File: src/rtl/float_pack.sv
// Shared definitions for the float format (sign, exponent, mantissa) used by
// the coprocessor arithmetic units.
package float_pack;

  localparam int NM = 23;
  localparam int NE = 8;
  localparam int FLOAT_BIAS = 2**(NE-1)-1;
  localparam int FLOAT_EXP_MAX = 2**NE-1;

  typedef enum logic [1:0] {
    IDLE = 2'd0,
    DIV  = 2'd1,
    NORM = 2'd2,
    SPEC = 2'd3
  } div_state_t;

  // Exponent and mantissa both zero; the sign bit does not matter.
  function automatic logic float_is_zero(input logic [NE+NM:0] f);
    return (f[NE+NM-1:0] == {(NE+NM){1'b0}});
  endfunction

endpackage

File: src/rtl/float_div_seq_mant_div_core.sv
// Restoring mantissa divider: one quotient bit per step, MSB first, with the
// hidden one prepended to both operands at load.
module float_mant_div_core #(
  parameter int Nm = 23
) (
  input  logic          clk_i,
  input  logic          rst_i,
  input  logic          load_i,
  input  logic          step_i,
  input  logic [Nm-1:0] m1_i,
  input  logic [Nm-1:0] m2_i,
  output logic          last_o,
  output logic [Nm+1:0] quot_o
);

  localparam int CW = $clog2(Nm+2);

  logic [Nm+1:0] rem_q, rem_d;
  logic [Nm:0]   div_q, div_d;
  logic [Nm+1:0] quot_q, quot_d;
  logic [CW-1:0] cnt_q, cnt_d;
  logic [Nm+2:0] trial_s;
  logic [Nm+1:0] rem_sel_s;
  logic          qbit_s;

  // Trial subtraction and next-state selection for the datapath registers.
  always_comb begin
    trial_s   = {1'b0, rem_q} - {2'b00, div_q};
    qbit_s    = ~trial_s[Nm+2];
    rem_sel_s = qbit_s ? trial_s[Nm+1:0] : rem_q;
    rem_d     = rem_q;
    div_d     = div_q;
    quot_d    = quot_q;
    cnt_d     = cnt_q;
    if (load_i) begin
      rem_d  = {1'b0, 1'b1, m1_i};
      div_d  = {1'b1, m2_i};
      quot_d = {(Nm+2){1'b0}};
      cnt_d  = CW'(Nm+1);
    end else if (step_i) begin
      // The remainder stays below the divisor, so the shift never loses a bit.
      rem_d  = rem_sel_s << 1'b1;
      quot_d = {quot_q[Nm:0], qbit_s};
      cnt_d  = cnt_q - {{(CW-1){1'b0}}, 1'b1};
    end else begin
      cnt_d  = cnt_q;
    end
  end

  // Datapath registers.
  always_ff @(posedge clk_i) begin
    if (rst_i) begin
      rem_q  <= {(Nm+2){1'b0}};
      div_q  <= {(Nm+1){1'b0}};
      quot_q <= {(Nm+2){1'b0}};
      cnt_q  <= {CW{1'b0}};
    end else begin
      rem_q  <= rem_d;
      div_q  <= div_d;
      quot_q <= quot_d;
      cnt_q  <= cnt_d;
    end
  end

  assign last_o = (cnt_q == {CW{1'b0}});
  assign quot_o = quot_q;

endmodule

File: src/rtl/float_div_seq.sv
// Iterative float divider: start/done handshake, exponent and sign handling,
// zero operands short-circuited, truncating normalisation.
module float_div_seq
  import float_pack::*;
#(
  parameter int Nm = NM,
  parameter int Ne = NE
) (
  input  logic             clk_i,
  input  logic             rst_i,
  input  logic             start_i,
  input  logic [Ne+Nm:0]   op1_i,
  input  logic [Ne+Nm:0]   op2_i,
  output logic             busy_o,
  output logic             done_o,
  output logic [Ne+Nm:0]   result_o,
  output logic             div_by_zero_o,
  output logic             overflow_o
);

  localparam int W = 1 + Ne + Nm;

  div_state_t            state_q, state_d;
  logic                  sign_q, sign_d;
  logic                  op2_zero_q, op2_zero_d;
  logic signed [Ne+1:0]  exp_tmp_q, exp_tmp_d;
  logic [W-1:0]          result_q, result_d;
  logic                  done_q, done_d;
  logic                  busy_q, busy_d;
  logic                  dbz_q, dbz_d;
  logic                  ovf_q, ovf_d;

  logic                  load_s, step_s, last_s;
  logic [Nm+1:0]         quot_s;
  logic signed [Ne+1:0]  exp_fin_s;
  logic [Nm-1:0]         mant_s;

  float_mant_div_core #(.Nm(Nm)) u_core (
    .clk_i  (clk_i),
    .rst_i  (rst_i),
    .load_i (load_s),
    .step_i (step_s),
    .m1_i   (op1_i[Nm-1:0]),
    .m2_i   (op2_i[Nm-1:0]),
    .last_o (last_s),
    .quot_o (quot_s)
  );

  // Control FSM next state, exponent arithmetic and result formatting.
  always_comb begin
    state_d    = state_q;
    sign_d     = sign_q;
    op2_zero_d = op2_zero_q;
    exp_tmp_d  = exp_tmp_q;
    result_d   = result_q;
    dbz_d      = dbz_q;
    ovf_d      = ovf_q;
    done_d     = 1'b0;
    load_s     = 1'b0;
    step_s     = 1'b0;
    // Quotient in [0.5,2): a clear MSB means one extra exponent decrement.
    mant_s     = quot_s[Nm+1] ? quot_s[Nm:1] : quot_s[Nm-1:0];
    exp_fin_s  = quot_s[Nm+1] ? exp_tmp_q : exp_tmp_q - $signed({{(Ne+1){1'b0}}, 1'b1});
    case (state_q)
      IDLE: begin
        if (start_i) begin
          sign_d     = op1_i[W-1] ^ op2_i[W-1];
          op2_zero_d = float_is_zero(op2_i);
          exp_tmp_d  = $signed({2'b00, op1_i[W-2:Nm]}) - $signed({2'b00, op2_i[W-2:Nm]})
                       + $signed((Ne+2)'(FLOAT_BIAS));
          dbz_d      = 1'b0;
          ovf_d      = 1'b0;
          if (float_is_zero(op1_i) || float_is_zero(op2_i)) begin
            state_d = SPEC;
          end else begin
            state_d = DIV;
            load_s  = 1'b1;
          end
        end else begin
          state_d = IDLE;
        end
      end
      DIV: begin
        step_s = 1'b1;
        if (last_s) begin
          state_d = NORM;
        end else begin
          state_d = DIV;
        end
      end
      NORM: begin
        if (exp_fin_s[Ne+1] || exp_fin_s == {(Ne+2){1'b0}}) begin
          result_d = {sign_q, {(Ne+Nm){1'b0}}};
        end else if (exp_fin_s >= $signed((Ne+2)'(FLOAT_EXP_MAX))) begin
          result_d = {sign_q, {Ne{1'b1}}, {Nm{1'b0}}};
          ovf_d    = 1'b1;
        end else begin
          result_d = {sign_q, exp_fin_s[Ne-1:0], mant_s};
        end
        done_d  = 1'b1;
        state_d = IDLE;
      end
      SPEC: begin
        if (op2_zero_q) begin
          result_d = {sign_q, {Ne{1'b1}}, {Nm{1'b0}}};
          dbz_d    = 1'b1;
        end else begin
          result_d = {sign_q, {(Ne+Nm){1'b0}}};
        end
        done_d  = 1'b1;
        state_d = IDLE;
      end
      default: begin
        state_d = IDLE;
      end
    endcase
    busy_d = (state_d != IDLE);
  end

  // State and output registers.
  always_ff @(posedge clk_i) begin
    if (rst_i) begin
      state_q    <= IDLE;
      sign_q     <= 1'b0;
      op2_zero_q <= 1'b0;
      exp_tmp_q  <= {(Ne+2){1'b0}};
      result_q   <= {W{1'b0}};
      done_q     <= 1'b0;
      busy_q     <= 1'b0;
      dbz_q      <= 1'b0;
      ovf_q      <= 1'b0;
    end else begin
      state_q    <= state_d;
      sign_q     <= sign_d;
      op2_zero_q <= op2_zero_d;
      exp_tmp_q  <= exp_tmp_d;
      result_q   <= result_d;
      done_q     <= done_d;
      busy_q     <= busy_d;
      dbz_q      <= dbz_d;
      ovf_q      <= ovf_d;
    end
  end

  assign busy_o        = busy_q;
  assign done_o        = done_q;
  assign result_o      = result_q;
  assign div_by_zero_o = dbz_q;
  assign overflow_o    = ovf_q;

endmodule

File: config.mk
export PLATFORM = sky130hd
export DESIGN_NAME = float_div_seq
export DESIGN_NICKNAME = d
export VERILOG_FILES = /design/src/rtl/float_pack.sv /design/src/rtl/float_div_seq_mant_div_core.sv /design/src/rtl/float_div_seq.sv
export SDC_FILE = /design/constraint.sdc
export NUM_CORES = 1
export LEC_CHECK = 0
export CAP_MARGIN = 20
export CORE_MARGIN = 2
export CORE_UTILIZATION = 50
export CTS_BUF_LIST = sky130_fd_sc_hd__clkbuf_16
export DETAILED_ROUTE_END_ITERATION = 8
export DONT_BUFFER_PORTS = 1
export GPL_ROUTABILITY_DRIVEN = 0
export GPL_TIMING_DRIVEN = 1
export PLACE_DENSITY = 0.73
export SKIP_CTS_REPAIR_TIMING = 1
export SYNTH_ARGS = -nofsm -noshare
export SYNTH_HDL_FRONTEND = slang
export SYNTH_HIERARCHICAL = 1
export SYNTH_SLANG_ARGS = --single-unit
File: constraint.sdc
create_clock -name clk_i -period 3.65 [get_ports clk_i]
set_input_delay 0.73 -clock clk_i [delete_from_list [all_inputs] [get_ports clk_i]]
set_output_delay 0.73 -clock clk_i [all_outputs]
set_load 0.03 [all_outputs]
==> summary.md <==
| Metric | Value |
|---|---|
| Reg-to-Reg Start | `u_core/div_q[11]` |
| Most used flip-flop cell after synthesis | `dfxtp_1` |
| Clock Sinks | `about 130` |
| Layout cells sized above 1 | `between 10% and 20%` |
| Most frequent cell on the critical path | `inv_1` |
| Clk Latency, worst-skew pair | `0.43 ns` |
| Fin Clk Skew | `slightly below 0.008 ns` |
| Vias in the first global route | `around 6000` |
| Startpoint Class | `input pin` |
| Die Y | `approximately 130 µm` |
| Area grow syn2layout | `8.82%` |
| Total Negative Setup Slacks | `0 ns` |
| Worst reg2reg path endpoint | `u_core/rem_q[24]` |
| R2R setup slack | `~0.78 ns` |
| Die width | `around 130 µm` |
| Post-synthesis sequential area ratio | `roughly a third` |
| Initial antenna violation count | `0` |
| Diode count | `0` |
| Tightest Pin Transition | `about 1.0 ns` |
| Crit Path Max Fanout | `5` |
| Slowest CP cell | `nor4b_1` |
| WP data arrival | `approximately 3.3 ns` |
| Ports | `between 100 and 150` |
| Largest stage delay on the critical path | `about 0.51 ns` |
| Mux contribution to synthesized area | `under 10%` |
| Final period utilization | `80.6%` |
| Worst hold start | `rst_i` |
| Simple-gate share of the synthesized area | `about a fifth` |
| Initial Utilization | `~51%` |
| FP Rows | `between 40 and 50` |
| Post-synthesis compound-gate area fraction | `between 20% and 30%` |
| Distinct cells, synth | `around 80` |
| Hold Path End | `result_o[31]` |
| Die area | `between 0.015 and 0.02 mm²` |
| RSZ-0062 raised after global routing | `false` |
| CTS Buffer Depth | `2` |
| Core ar. | `roughly 0.015 mm²` |
| Commonest non-fill, non-tap cell in the layout | `dfxtp_1` |
| GR Util All Layers | `~23%` |
| Gr ovfl total | `0` |
| Max_cap viols | `0` |
| Largest family of logic cells by synthesized area | `compound AO/OA/AOI/OAI gates` |
| Final Non-Filler Cells | `1080` |
| CP required | `3.97 ns` |
| Drt first pass iters | `5` |
| Largest net degree at the start of global routing | `just over 80` |
| Post-detail-place hpwl | `12900 µm` |
| WP buf/inv | `2` |
| Worst IR Drop VDD | `0.000417 V` |
| First-pass GRT wire length | `between 30000 and 40000 µm` |
| Achievable Freq | `roughly 340 MHz` |
| CTS Buf Count | `17` |
| CP top delay family | `compound AO/OA/AOI/OAI gates` |
| Path depth of the worst reg2reg path | `10` |
| Cell Count Post-Placement | `1048` |
| Syn Inst Count | `~900` |
| # port buffers | `0` |
| Status | `completed` |
| CP Cell Sequence | `inv_1 -> ha_1 -> inv_1 -> fa_1 -> a21o_1 -> a221oi_1 -> xor2_1 -> nor4b_1 -> a211oi_1 -> a311o_1` |
| Most frequent cells in the layout | `dfxtp_1, nor2_1, mux2i_1, nand2_1, inv_1` |
| 1st-iter DRT viols | `589` |
| CTS tree | `done` |
| Adder-cell share of the synthesized area | `about 6.4%` |
| Leak Pwr | `3.10 nW` |
| Post-synth EDFFs | `0` |
| Syn Std Cell Area | `0.00768 mm²` |
| Hold Crit Depth | `1` |
| Synth Register Bits | `129` |
| Min cycle time layout | `between 2 and 3 ns` |
| DRC violations left | `0` |
| Syn Nets | `1004` |
| Clk root buf | `clkbuf_16` |
| DR vias/cell | `about 6.1` |
| Stages on worst setup path | `10` |
| H-tree depth | `4` |
| Setup Viol. Count Final | `0` |
| Routed WL | `about 18000 µm` |
| Count of pins over their slew limit | `0` |
| Asr flop ratio synth | `0%` |
| Fin. Hold Viols | `0` |
| Max_slew headroom | `roughly 33%` |
| Number of warnings issued by yosys | `6` |
| Avg Cell Area, Syn | `approximately 8.5 µm²` |
| P per Cell Area | `~600 mW/mm²` |
| DR vias | `between 6000 and 7000` |
| Min-delay worst type | `in -> reg` |
| Worst setup path class | `in -> reg` |
| Crit. End Element | `register` |
| Xor and xnor area share after synthesis | `between 4 and 5%` |
| Wirelength per Cell | `between 15 and 20 µm` |
| Worst-path clk slew | `0.06 ns` |
| Final net count | `984` |
| Final ANT Viol Nets | `0` |
sequential cells by signal, indices dropped and copies added, names as in the netlist:
signal and count:
state_q 2, overflow_o 1, u_core/div_q 24, op2_zero_q 1
u_core/cnt_q 5, exp_tmp_q 10, busy_o 1, u_core/rem_q 25
u_core/quot_o 25, sign_q 1, result_o 32, div_by_zero_o 1
done_o 1
worst max-delay path by stage:
stage / start / end / slack, ns
global route: op1_i[23] / exp_tmp_q[7] / 0.51
floorplan: op1_i[23] / exp_tmp_q[7] / 0.63
detailed placement: op1_i[23] / exp_tmp_q[7] / 0.35
global placement: op1_i[23] / exp_tmp_q[7] / 0.40
CTS: op1_i[23] / exp_tmp_q[7] / 0.78
finish: op1_i[23] / exp_tmp_q[7] / 0.71
Yosys cell counts (4+ instances only):
cell type  instances  area [µm²]
dfxtp_1          129        2580
nor2_1           106         398
mux2i_1           75         751
nand2_1           63         236
inv_1             48         180
a21oi_1           43         215
ha_1              36         450
clkbuf_1          30         113
o21ai_0           27         135
a211oi_1          25         188
nor3_1            25         125
o21ai_2           21         184
o22ai_1           21         131
xor2_1            20         175
nor4_1            19         119
xnor2_1           19         166
nand3_1           15        75.1
a22oi_1           12        90.1
a21o_1             9        67.6
nand4_1            9        56.3
buf_1              8        30.0
o32ai_1            8        70.1
and3_1             6        37.5
nand2b_1           6        37.5
o211ai_1           6        45.0
o21a_1             6        45.0
or3_1              6        37.5
nor2b_1            5        31.3
nor3b_1            5        37.5
a211o_1            4        35.0
a21boi_0           4        30.0
buf_6              4        45.0
nor4b_1            4        35.0
o31ai_1            4        30.0
cell type report:
cell class	count	area (µm²)
fillers	1376	6730
inverters	50	188
clock inverters	15	174
flip-flops and latches	129	2580
well taps	188	235
multi-input cells	670	4670
repair buffers	11	82.6
clock buffers	17	425
cell families after synthesis:
kind of cell	Yosys count
AND/OR/NAND/NOR	294
AO/OA/AOI/OAI	223
flip-flops	129
buffers and inverters	100
multiplexers	76
XOR/XNOR	39
adder cells (fa/ha/maj)	38
power by group:
part	switching [mW]	internal, mW
Sequential	0.112	1.50
Clock	0.718	1.03
Combinational	0.999	0.653
Total	1.83	3.19
layer usage:
metal	vias up	global-route usage [%]	routed length, µm
li1	3232	-	-
met1	3096	31.3	8680
met2	210	35.6	8330
met3	30	4.34	1070
met4	0	8.66	365
met5	-	0	0
metrics by stage:
stage	worst slack (ns)	utilization (%)	cell area, µm²	hold WS [ns]	total power, mW
4_1_cts	0.784	55.4	8360	0.357	5.01
3_3_place_gp	0.404	51.4	7760	0.439	3.23
6_report	0.710	55.4	8360	0.370	5.01
3_5_place_dp	0.348	51.4	7760	0.450	3.24
2_1_floorplan	0.631	-	7680	0.432	3.00
5_1_grt	0.511	55.4	8360	0.361	5.27
(Power assumes the default switching activity.)
